### src/rtl/note_event_sync_fifo.sv
// note_event_sync_fifo
// Brings MIDI-side note events and key state into the OSC_CLK domain.
// Each note-on edge is queued in a small FIFO, and one queued event is
// released at every frame boundary (falling edge of n_xxxx_zero). The
// boundary is detected by sampling the synchronised marker, not by
// clocking on it.
//
// Optional build macro: NOTE_OFF_EN
//   Adds a note_off input and a reg_note_off output. A type bit is added
//   to each queued entry. If note_on and note_off edges arrive together,
//   note_on is queued first and note_off waits one cycle in a pending
//   register.
//
// Entry handshake: a push (synced note_on rising edge) is accepted
// whenever the queue is not full, or when a pop happens in the same
// cycle. Otherwise the event is dropped and overflow is set.

module note_event_sync_fifo #(
    parameter int VOICES      = 8,
    parameter int V_WIDTH     = 3,
    parameter int SYNC_STAGES = 2,
    parameter int FIFO_DEPTH  = 4,
    parameter int FD_WIDTH    = 2
) (
    input  logic                OSC_CLK,
    input  logic                reset,
    input  logic                n_xxxx_zero,
    input  logic                note_on,
`ifdef NOTE_OFF_EN
    input  logic                note_off,
`endif
    input  logic [V_WIDTH-1:0]  cur_key_adr,
    input  logic [7:0]          cur_key_val,
    input  logic [7:0]          cur_vel_on,
    input  logic [VOICES-1:0]   keys_on,
    input  logic                ovf_clr,
    output logic                reg_note_on,
`ifdef NOTE_OFF_EN
    output logic                reg_note_off,
`endif
    output logic [V_WIDTH-1:0]  reg_cur_key_adr,
    output logic [7:0]          reg_cur_key_val,
    output logic [7:0]          reg_cur_vel_on,
    output logic [VOICES-1:0]   reg_keys_on,
    output logic                frame_tick,
    output logic [FD_WIDTH:0]   fifo_level,
    output logic                overflow
);

`ifdef NOTE_OFF_EN
    localparam int ENTRY_W = V_WIDTH + 17;
`else
    localparam int ENTRY_W = V_WIDTH + 16;
`endif

    localparam logic [FD_WIDTH:0]   LEVEL_FULL = (FD_WIDTH+1)'(FIFO_DEPTH);
    localparam logic [FD_WIDTH:0]   LEVEL_ONE  = (FD_WIDTH+1)'(1);
    localparam logic [FD_WIDTH-1:0] PTR_ONE    = FD_WIDTH'(1);

    // ------------------------------------------------------------------
    // Synchroniser chains, all of the same depth, so that data settles
    // together with the note_on edge that qualifies it.
    // ------------------------------------------------------------------
    logic [SYNC_STAGES-1:0] zero_sr;
    logic [SYNC_STAGES-1:0] on_sr;
`ifdef NOTE_OFF_EN
    logic [SYNC_STAGES-1:0] off_sr;
`endif
    logic [V_WIDTH-1:0]     adr_sr  [SYNC_STAGES];
    logic [7:0]             val_sr  [SYNC_STAGES];
    logic [7:0]             vel_sr  [SYNC_STAGES];
    logic [VOICES-1:0]      keys_sr [SYNC_STAGES];

    // Shift every asynchronous input through its register chain.
    // The frame marker resets to idle-high so reset release makes no tick.
    always_ff @(posedge OSC_CLK) begin
        if (reset) begin
            zero_sr <= '1;
            on_sr   <= '0;
`ifdef NOTE_OFF_EN
            off_sr  <= '0;
`endif
            for (int i = 0; i < SYNC_STAGES; i++) begin
                adr_sr[i]  <= '0;
                val_sr[i]  <= '0;
                vel_sr[i]  <= '0;
                keys_sr[i] <= '0;
            end
        end else begin
            zero_sr <= {zero_sr[SYNC_STAGES-2:0], n_xxxx_zero};
            on_sr   <= {on_sr[SYNC_STAGES-2:0], note_on};
`ifdef NOTE_OFF_EN
            off_sr  <= {off_sr[SYNC_STAGES-2:0], note_off};
`endif
            adr_sr[0]  <= cur_key_adr;
            val_sr[0]  <= cur_key_val;
            vel_sr[0]  <= cur_vel_on;
            keys_sr[0] <= keys_on;
            for (int i = 1; i < SYNC_STAGES; i++) begin
                adr_sr[i]  <= adr_sr[i-1];
                val_sr[i]  <= val_sr[i-1];
                vel_sr[i]  <= vel_sr[i-1];
                keys_sr[i] <= keys_sr[i-1];
            end
        end
    end

    logic               zero_s;
    logic               on_s;
    logic [V_WIDTH-1:0] adr_s;
    logic [7:0]         val_s;
    logic [7:0]         vel_s;
    logic [VOICES-1:0]  keys_s;

    assign zero_s = zero_sr[SYNC_STAGES-1];
    assign on_s   = on_sr[SYNC_STAGES-1];
    assign adr_s  = adr_sr[SYNC_STAGES-1];
    assign val_s  = val_sr[SYNC_STAGES-1];
    assign vel_s  = vel_sr[SYNC_STAGES-1];
    assign keys_s = keys_sr[SYNC_STAGES-1];

    // ------------------------------------------------------------------
    // Edge detection on the synced levels.
    // ------------------------------------------------------------------
    logic zero_d;
    logic on_d;
    logic on_edge;
`ifdef NOTE_OFF_EN
    logic off_s;
    logic off_d;
    logic off_edge;
    assign off_s    = off_sr[SYNC_STAGES-1];
    assign off_edge = off_s & ~off_d;
`endif

    assign on_edge = on_s & ~on_d;

    // Remember the previous synced levels. frame_tick is registered so it
    // is a clean one-cycle pulse for each falling frame marker.
    always_ff @(posedge OSC_CLK) begin
        if (reset) begin
            zero_d     <= 1'b1;
            on_d       <= 1'b0;
            frame_tick <= 1'b0;
`ifdef NOTE_OFF_EN
            off_d      <= 1'b0;
`endif
        end else begin
            zero_d     <= zero_s;
            on_d       <= on_s;
            frame_tick <= zero_d & ~zero_s;
`ifdef NOTE_OFF_EN
            off_d      <= off_s;
`endif
        end
    end

    // ------------------------------------------------------------------
    // Write request selection.
    // ------------------------------------------------------------------
    logic               wr_req;
    logic [ENTRY_W-1:0] wr_data;
`ifdef NOTE_OFF_EN
    logic               pend_vld;
    logic [V_WIDTH-1:0] pend_adr;
    logic [7:0]         pend_val;
    logic               pend_set;
    logic               pend_clr;

    // note_on has priority; a coincident note_off is parked for one cycle.
    always_comb begin
        wr_req   = 1'b0;
        wr_data  = '0;
        pend_set = 1'b0;
        pend_clr = 1'b0;
        if (on_edge) begin
            wr_req   = 1'b1;
            wr_data  = {1'b0, adr_s, val_s, vel_s};
            pend_set = off_edge;
        end else if (pend_vld) begin
            wr_req   = 1'b1;
            wr_data  = {1'b1, pend_adr, pend_val, 8'd0};
            pend_clr = 1'b1;
        end else if (off_edge) begin
            wr_req   = 1'b1;
            wr_data  = {1'b1, adr_s, val_s, 8'd0};
        end
    end

    // Pending note_off holder; its data is captured at the edge cycle.
    always_ff @(posedge OSC_CLK) begin
        if (reset) begin
            pend_vld <= 1'b0;
            pend_adr <= '0;
            pend_val <= '0;
        end else if (pend_set) begin
            pend_vld <= 1'b1;
            pend_adr <= adr_s;
            pend_val <= val_s;
        end else if (pend_clr) begin
            pend_vld <= 1'b0;
        end
    end
`else
    // Only note_on produces entries.
    always_comb begin
        wr_req  = on_edge;
        wr_data = {adr_s, val_s, vel_s};
    end
`endif

    // ------------------------------------------------------------------
    // Event queue.
    // ------------------------------------------------------------------
    logic [ENTRY_W-1:0]  mem [FIFO_DEPTH];
    logic [FD_WIDTH-1:0] wr_ptr;
    logic [FD_WIDTH-1:0] rd_ptr;
    logic                empty;
    logic                full;
    logic                pop;
    logic                wr_ok;
    logic                drop;
    logic [ENTRY_W-1:0]  head;

    assign empty = (fifo_level == '0);
    assign full  = (fifo_level == LEVEL_FULL);
    assign pop   = frame_tick & ~empty;
    // A pop in the same cycle frees a slot, so a full queue still accepts.
    assign wr_ok = wr_req & (~full | pop);
    assign drop  = wr_req & full & ~pop;
    assign head  = mem[rd_ptr];

    // Storage array; no reset needed since level gates every read.
    always_ff @(posedge OSC_CLK) begin
        if (wr_ok) begin
            mem[wr_ptr] <= wr_data;
        end
    end

    // Pointers, level and the sticky overflow flag.
    always_ff @(posedge OSC_CLK) begin
        if (reset) begin
            wr_ptr     <= '0;
            rd_ptr     <= '0;
            fifo_level <= '0;
            overflow   <= 1'b0;
        end else begin
            if (wr_ok) begin
                wr_ptr <= wr_ptr + PTR_ONE;
            end
            if (pop) begin
                rd_ptr <= rd_ptr + PTR_ONE;
            end
            case ({wr_ok, pop})
                2'b10:   fifo_level <= fifo_level + LEVEL_ONE;
                2'b01:   fifo_level <= fifo_level - LEVEL_ONE;
                default: fifo_level <= fifo_level;
            endcase
            if (drop) begin
                overflow <= 1'b1;
            end else if (ovf_clr) begin
                overflow <= 1'b0;
            end
        end
    end

    // ------------------------------------------------------------------
    // Frame-rate output registers, updated only on frame_tick.
    // ------------------------------------------------------------------
    // Snapshot keys and deliver the head entry; an empty queue drops the
    // note strobes and leaves the delivered values in place.
    always_ff @(posedge OSC_CLK) begin
        if (reset) begin
            reg_note_on     <= 1'b0;
`ifdef NOTE_OFF_EN
            reg_note_off    <= 1'b0;
`endif
            reg_cur_key_adr <= '0;
            reg_cur_key_val <= '0;
            reg_cur_vel_on  <= '0;
            reg_keys_on     <= '0;
        end else if (frame_tick) begin
            reg_keys_on <= keys_s;
            if (pop) begin
                reg_cur_key_adr <= head[16 +: V_WIDTH];
                reg_cur_key_val <= head[15:8];
`ifdef NOTE_OFF_EN
                if (head[ENTRY_W-1]) begin
                    reg_note_on  <= 1'b0;
                    reg_note_off <= 1'b1;
                end else begin
                    reg_note_on    <= 1'b1;
                    reg_note_off   <= 1'b0;
                    reg_cur_vel_on <= head[7:0];
                end
`else
                reg_note_on    <= 1'b1;
                reg_cur_vel_on <= head[7:0];
`endif
            end else begin
                reg_note_on  <= 1'b0;
`ifdef NOTE_OFF_EN
                reg_note_off <= 1'b0;
`endif
            end
        end
    end

endmodule

### config.mk
export PLATFORM = sky130hd
export DESIGN_NAME = note_event_sync_fifo
export DESIGN_NICKNAME = d
export VERILOG_FILES = /design/src/rtl/note_event_sync_fifo.sv
export SDC_FILE = /design/constraint.sdc
export NUM_CORES = 1
export LEC_CHECK = 0
export ABC_AREA = 1
export CAP_MARGIN = 20
export CELL_PAD_IN_SITES_DETAIL_PLACEMENT = 0
export CELL_PAD_IN_SITES_GLOBAL_PLACEMENT = 1
export CORE_MARGIN = 4
export CORE_UTILIZATION = 53
export DETAILED_ROUTE_END_ITERATION = 16
export DONT_BUFFER_PORTS = 1
export PLACE_DENSITY_LB_ADDON = 0.1
export SLEW_MARGIN = 0
export SYNTH_ARGS = -nofsm -noshare
export SYNTH_HDL_FRONTEND = slang
export SYNTH_SLANG_ARGS = --single-unit
### constraint.sdc
create_clock -name OSC_CLK -period 5.4 [get_ports OSC_CLK]
set_input_delay 1.08 -clock OSC_CLK [delete_from_list [all_inputs] [get_ports OSC_CLK]]
set_output_delay 1.08 -clock OSC_CLK [all_outputs]
set_load 0.005 [all_outputs]
==> summary.md <==
| Metric | Value |
|---|---|
| Status | `complete, no violations` |
| Crit path capture | `fifo_level[2]$_SDFFE_PP0P_` |
| Placed Instance Area | `roughly 6000 sq um` |
| Via Count | `about 3,400` |
| Critical Path Sink Type | `flop` |
| Dpl ws | `around 2.6 ns` |
| PD cells | `approximately 410 nW/um^2` |
| R2R Path End | `fifo_level[2]$_SDFFE_PP0P_` |
| Critical Path Max Stage Delay | `just under 0.8 ns` |
| Post-Syn Area per Cell | `roughly 11 sq um` |
| Worst IR Drop VDD | `259.0 uV` |
| PortBufs | `0` |
| Drt total wl | `a little over 10,000 microns` |
| Area growth syn-to-layout | `12.68%` |
| LEAKAGE | `around 0.0027 uW` |
| GP Congestion | `around 0.77` |
| Fill count | `around 880` |
| Initial DRC count | `~220` |
| Clock Skews | `roughly 0.0058 ns` |
| Total Die Area | `~13,000 sq um` |
| Sw power | `~500 uW` |
| DR pass1 iterations | `4` |
| Worst R2R Path Depth | `8` |
| Area of the multi-input gates | `1305 sq um` |
| Clock tree sinks | `roughly 170` |
| Worst Path Required | `between 5 and 6 ns` |
| RR Startpoint | `frame_tick$_SDFF_PP0_` |
| Post-Syn Area | `slightly below 6000 sq um` |
| Setup ws final | `~2.7 ns` |
| Worst-Margin Slew | `0.9549 ns` |
| Final hold vios | `0` |
| Pint | `roughly 2300 uW` |
| Clock slew seen by the registers of the worst setup and hold paths | `roughly 0.060 ns` |
| Sw Ratio | `0.1842` |
| Fin area | `around 6700 sq um` |
| Congestion Overflow GR | `0` |
| Initial Util | `0.5449` |
| Worst hold path type | `reg2reg` |
| Pin count of the biggest net entering global routing | `64` |
| CTS H-tree lvls | `4` |
| Final worst path period share | `0.5088` |
| Critical path class | `reg2reg` |
| Combinational power share | `0.021` |
| Clock share of power | `0.471` |
| Register area | `~4200 sq um` |
| CTS root buffer | `clkbuf_16` |
| Post-CTS Hold Fix Bufs | `0` |
| RSZ-0062 raised after global routing | `false` |
| Yosys cell types | `23` |
| Core area | `between 10,000 and 15,000 sq um` |
| Tmin final | `around 2.7 ns` |
| Worst Setup SP | `frame_tick$_SDFF_PP0_` |
| Setup Fix Bufs, Post-CTS | `0` |
| Setup TNS | `0 ns` |
| Die Ht | `~110 microns` |
| Final setup viols | `0` |
| CTS tree | `yes` |
| Antenna violations before repair | `0` |
| First-pass GRT wire length | `approximately 17,000 microns` |
| Sequential cell area fraction in the yosys report | `0.7089` |
| Syn nets | `approximately 600` |
| Critical-path maximum fanout | `41` |
| CP Launch Type | `flop` |
| WL per Instance | `around 14 microns` |
| Slew margin rel. | `0.3620` |
| Skew-Pair Late Insertion Delay | `about 0.4 ns` |
| Vias per inst | `around 4.8` |
| Seq pwr share | `0.508` |
| Fraction of layout cells with a size suffix above 1 | `0.07706` |
| PostCTS Resize Cnt | `0` |
| Slowest CP cell | `a21oi_4` |
| Critical-path cell list | `inv_2 > a21oi_4 > nand2_1 > fa_1 > inv_1 > nand4_1 > a21oi_1 > nor2_1` |
| R2R Setup Slk | `about 2.7 ns` |
| Seq cells post-synth | `around 170` |
| Core Rows | `38` |
| Max-cap check violation count | `0` |
| Cells after Synth | `561` |
| Die W | `between 100 and 150 microns` |
| Syn. warnings | `0` |
| Antenna Cells | `0` |
| Bufs on Longest Clock Path | `2` |
| Worst EP arrival | `~3 ns` |
| CTS Buf Count | `17` |
| ANT nets after route | `0` |
| # IOs | `between 60 and 70` |
| Placed wire-length estimate | `between 5000 and 6000 microns` |
| Overall routing resource usage | `0.1719` |
| Vias in the first global route | `approximately 3,400` |
| Fin nets | `roughly 600` |
| Fmax | `approximately 360 MHz` |
| Final Max Tran Viols | `0` |
| # DRC | `0` |
metrics by stage:
stage | instances | hold WS, ns | util | total power (uW)
floorplan | 561 | 0.3883 | - | 1488
global placement | 678 | 0.3897 | 0.5508 | 1497
detailed placement | 678 | 0.3920 | 0.5508 | 1500
CTS | 710 | 0.3966 | 0.6114 | 2807
global route | 711 | 0.4219 | 0.6140 | 2882
finish | 711 | 0.3973 | 0.6140 | 2782
cell families after synthesis:
family / after synthesis / share of synthesized area
buffers and inverters: 103 / 0.07203
adders and majority gates: 5 / 0.01176
and+or+nand+nor: 185 / 0.1216
AOI/OAI and AO/OA: 95 / 0.08568
DFF: 173 / 0.7089
power groups by stage:
| stage | Combinational, uW | Clock (uW) | Sequential (uW) |
|---|---|---|---|
| after floorplan | 52.1 | 0 | 1440 |
| after global placement | 56.7 | 0 | 1440 |
| after detailed placement | 58.5 | 0 | 1440 |
| after CTS | 58.8 | 1340 | 1410 |
| after global routing | 71.3 | 1400 | 1420 |
| final | 59.6 | 1310 | 1410 |
synth_stat cells, drive strengths merged:
library cell / n / area (sq um)
nand3: 6 / 30.03
nor2: 161 / 611.8
a21oi: 8 / 51.30
nand4: 2 / 12.51
edfxtp: 76 / 2282
o21ai: 68 / 340.3
and2: 1 / 6.260
clkbuf: 10 / 37.54
ha: 4 / 50.05
a31oi: 19 / 118.9
buf: 18 / 110.1
fa: 1 / 20.02
inv: 75 / 281.5
dfxtp: 97 / 1942
or2: 3 / 18.77
nand2: 12 / 45.04
how the worst min path moves through the flow:
stage / end / cells past startpoint / from / slack, ns
final: vel_sr[0][10]$_SDFF_PP0_ / 2 / vel_sr[0][2]$_SDFF_PP0_ / 0.40
after global routing: keys_sr[1][3]$_SDFF_PP0_ / 2 / keys_sr[0][3]$_SDFF_PP0_ / 0.42
after CTS: vel_sr[0][10]$_SDFF_PP0_ / 2 / vel_sr[0][2]$_SDFF_PP0_ / 0.40
after detailed placement: vel_sr[0][10]$_SDFF_PP0_ / 2 / vel_sr[0][2]$_SDFF_PP0_ / 0.39
after global placement: vel_sr[0][10]$_SDFF_PP0_ / 2 / vel_sr[0][2]$_SDFF_PP0_ / 0.39
after floorplan: adr_sr[0][3]$_SDFF_PP0_ / 2 / adr_sr[0][0]$_SDFF_PP0_ / 0.39
per-layer routing:
layer / GRT usage / vias up / routed length [microns]
met4: 0.06888 / 0 / 157
met3: 0.05570 / 10 / 408
met2: 0.2678 / 78 / 4755
li1: - / 1798 / -
met5: 0 / - / 0
met1: 0.2239 / 1529 / 4827
state kept, by name, indices dropped and copies added, names as in the netlist, 3 cells and up:
signal	flops
vel_sr	16
val_sr	16
reg_cur_vel_on	8
keys_sr	16
reg_keys_on	8
adr_sr	6
mem	76
reg_cur_key_adr	3
fifo_level	3
reg_cur_key_val	8
critical path, delay by kind of cell, from the launching register on:
kind,cells,cell delay [ns]
flip-flops,1,0.57
adder cells (fa/ha/maj),1,0.46
AO/OA/AOI/OAI,2,0.91
buffers and inverters,2,0.28
AND/OR/NAND/NOR,3,0.43
final cells by class:
| class | instances | area share |
|---|---|---|
| repair buffers | 6 | 0.009691 |
| well taps | 140 | 0.02609 |
| clock inverters | 9 | 0.02292 |
| flip-flops and latches | 173 | 0.6291 |
| clock buffers | 23 | 0.07585 |
| inverters | 75 | 0.04193 |
| multi-input cells | 285 | 0.1944 |
layout by cell type (no fill, tap or decap), types with 4 or more instances in the layout:
cell type / netlist / routed
a21oi_1: 7 / 7
clkbuf_16: 0 / 18
inv_1: 72 / 72
nand3_1: 6 / 6
edfxtp_1: 76 / 76
ha_1: 4 / 4
a31oi_1: 19 / 19
buf_4: 6 / 5
nor2_1: 160 / 160
o21ai_1: 19 / 19
nand2_1: 12 / 12
o21ai_0: 49 / 49
clkbuf_8: 0 / 4
dfxtp_1: 97 / 97
bufinv_16: 0 / 4
No activity file was read; power rests on OpenSTA's default activity.
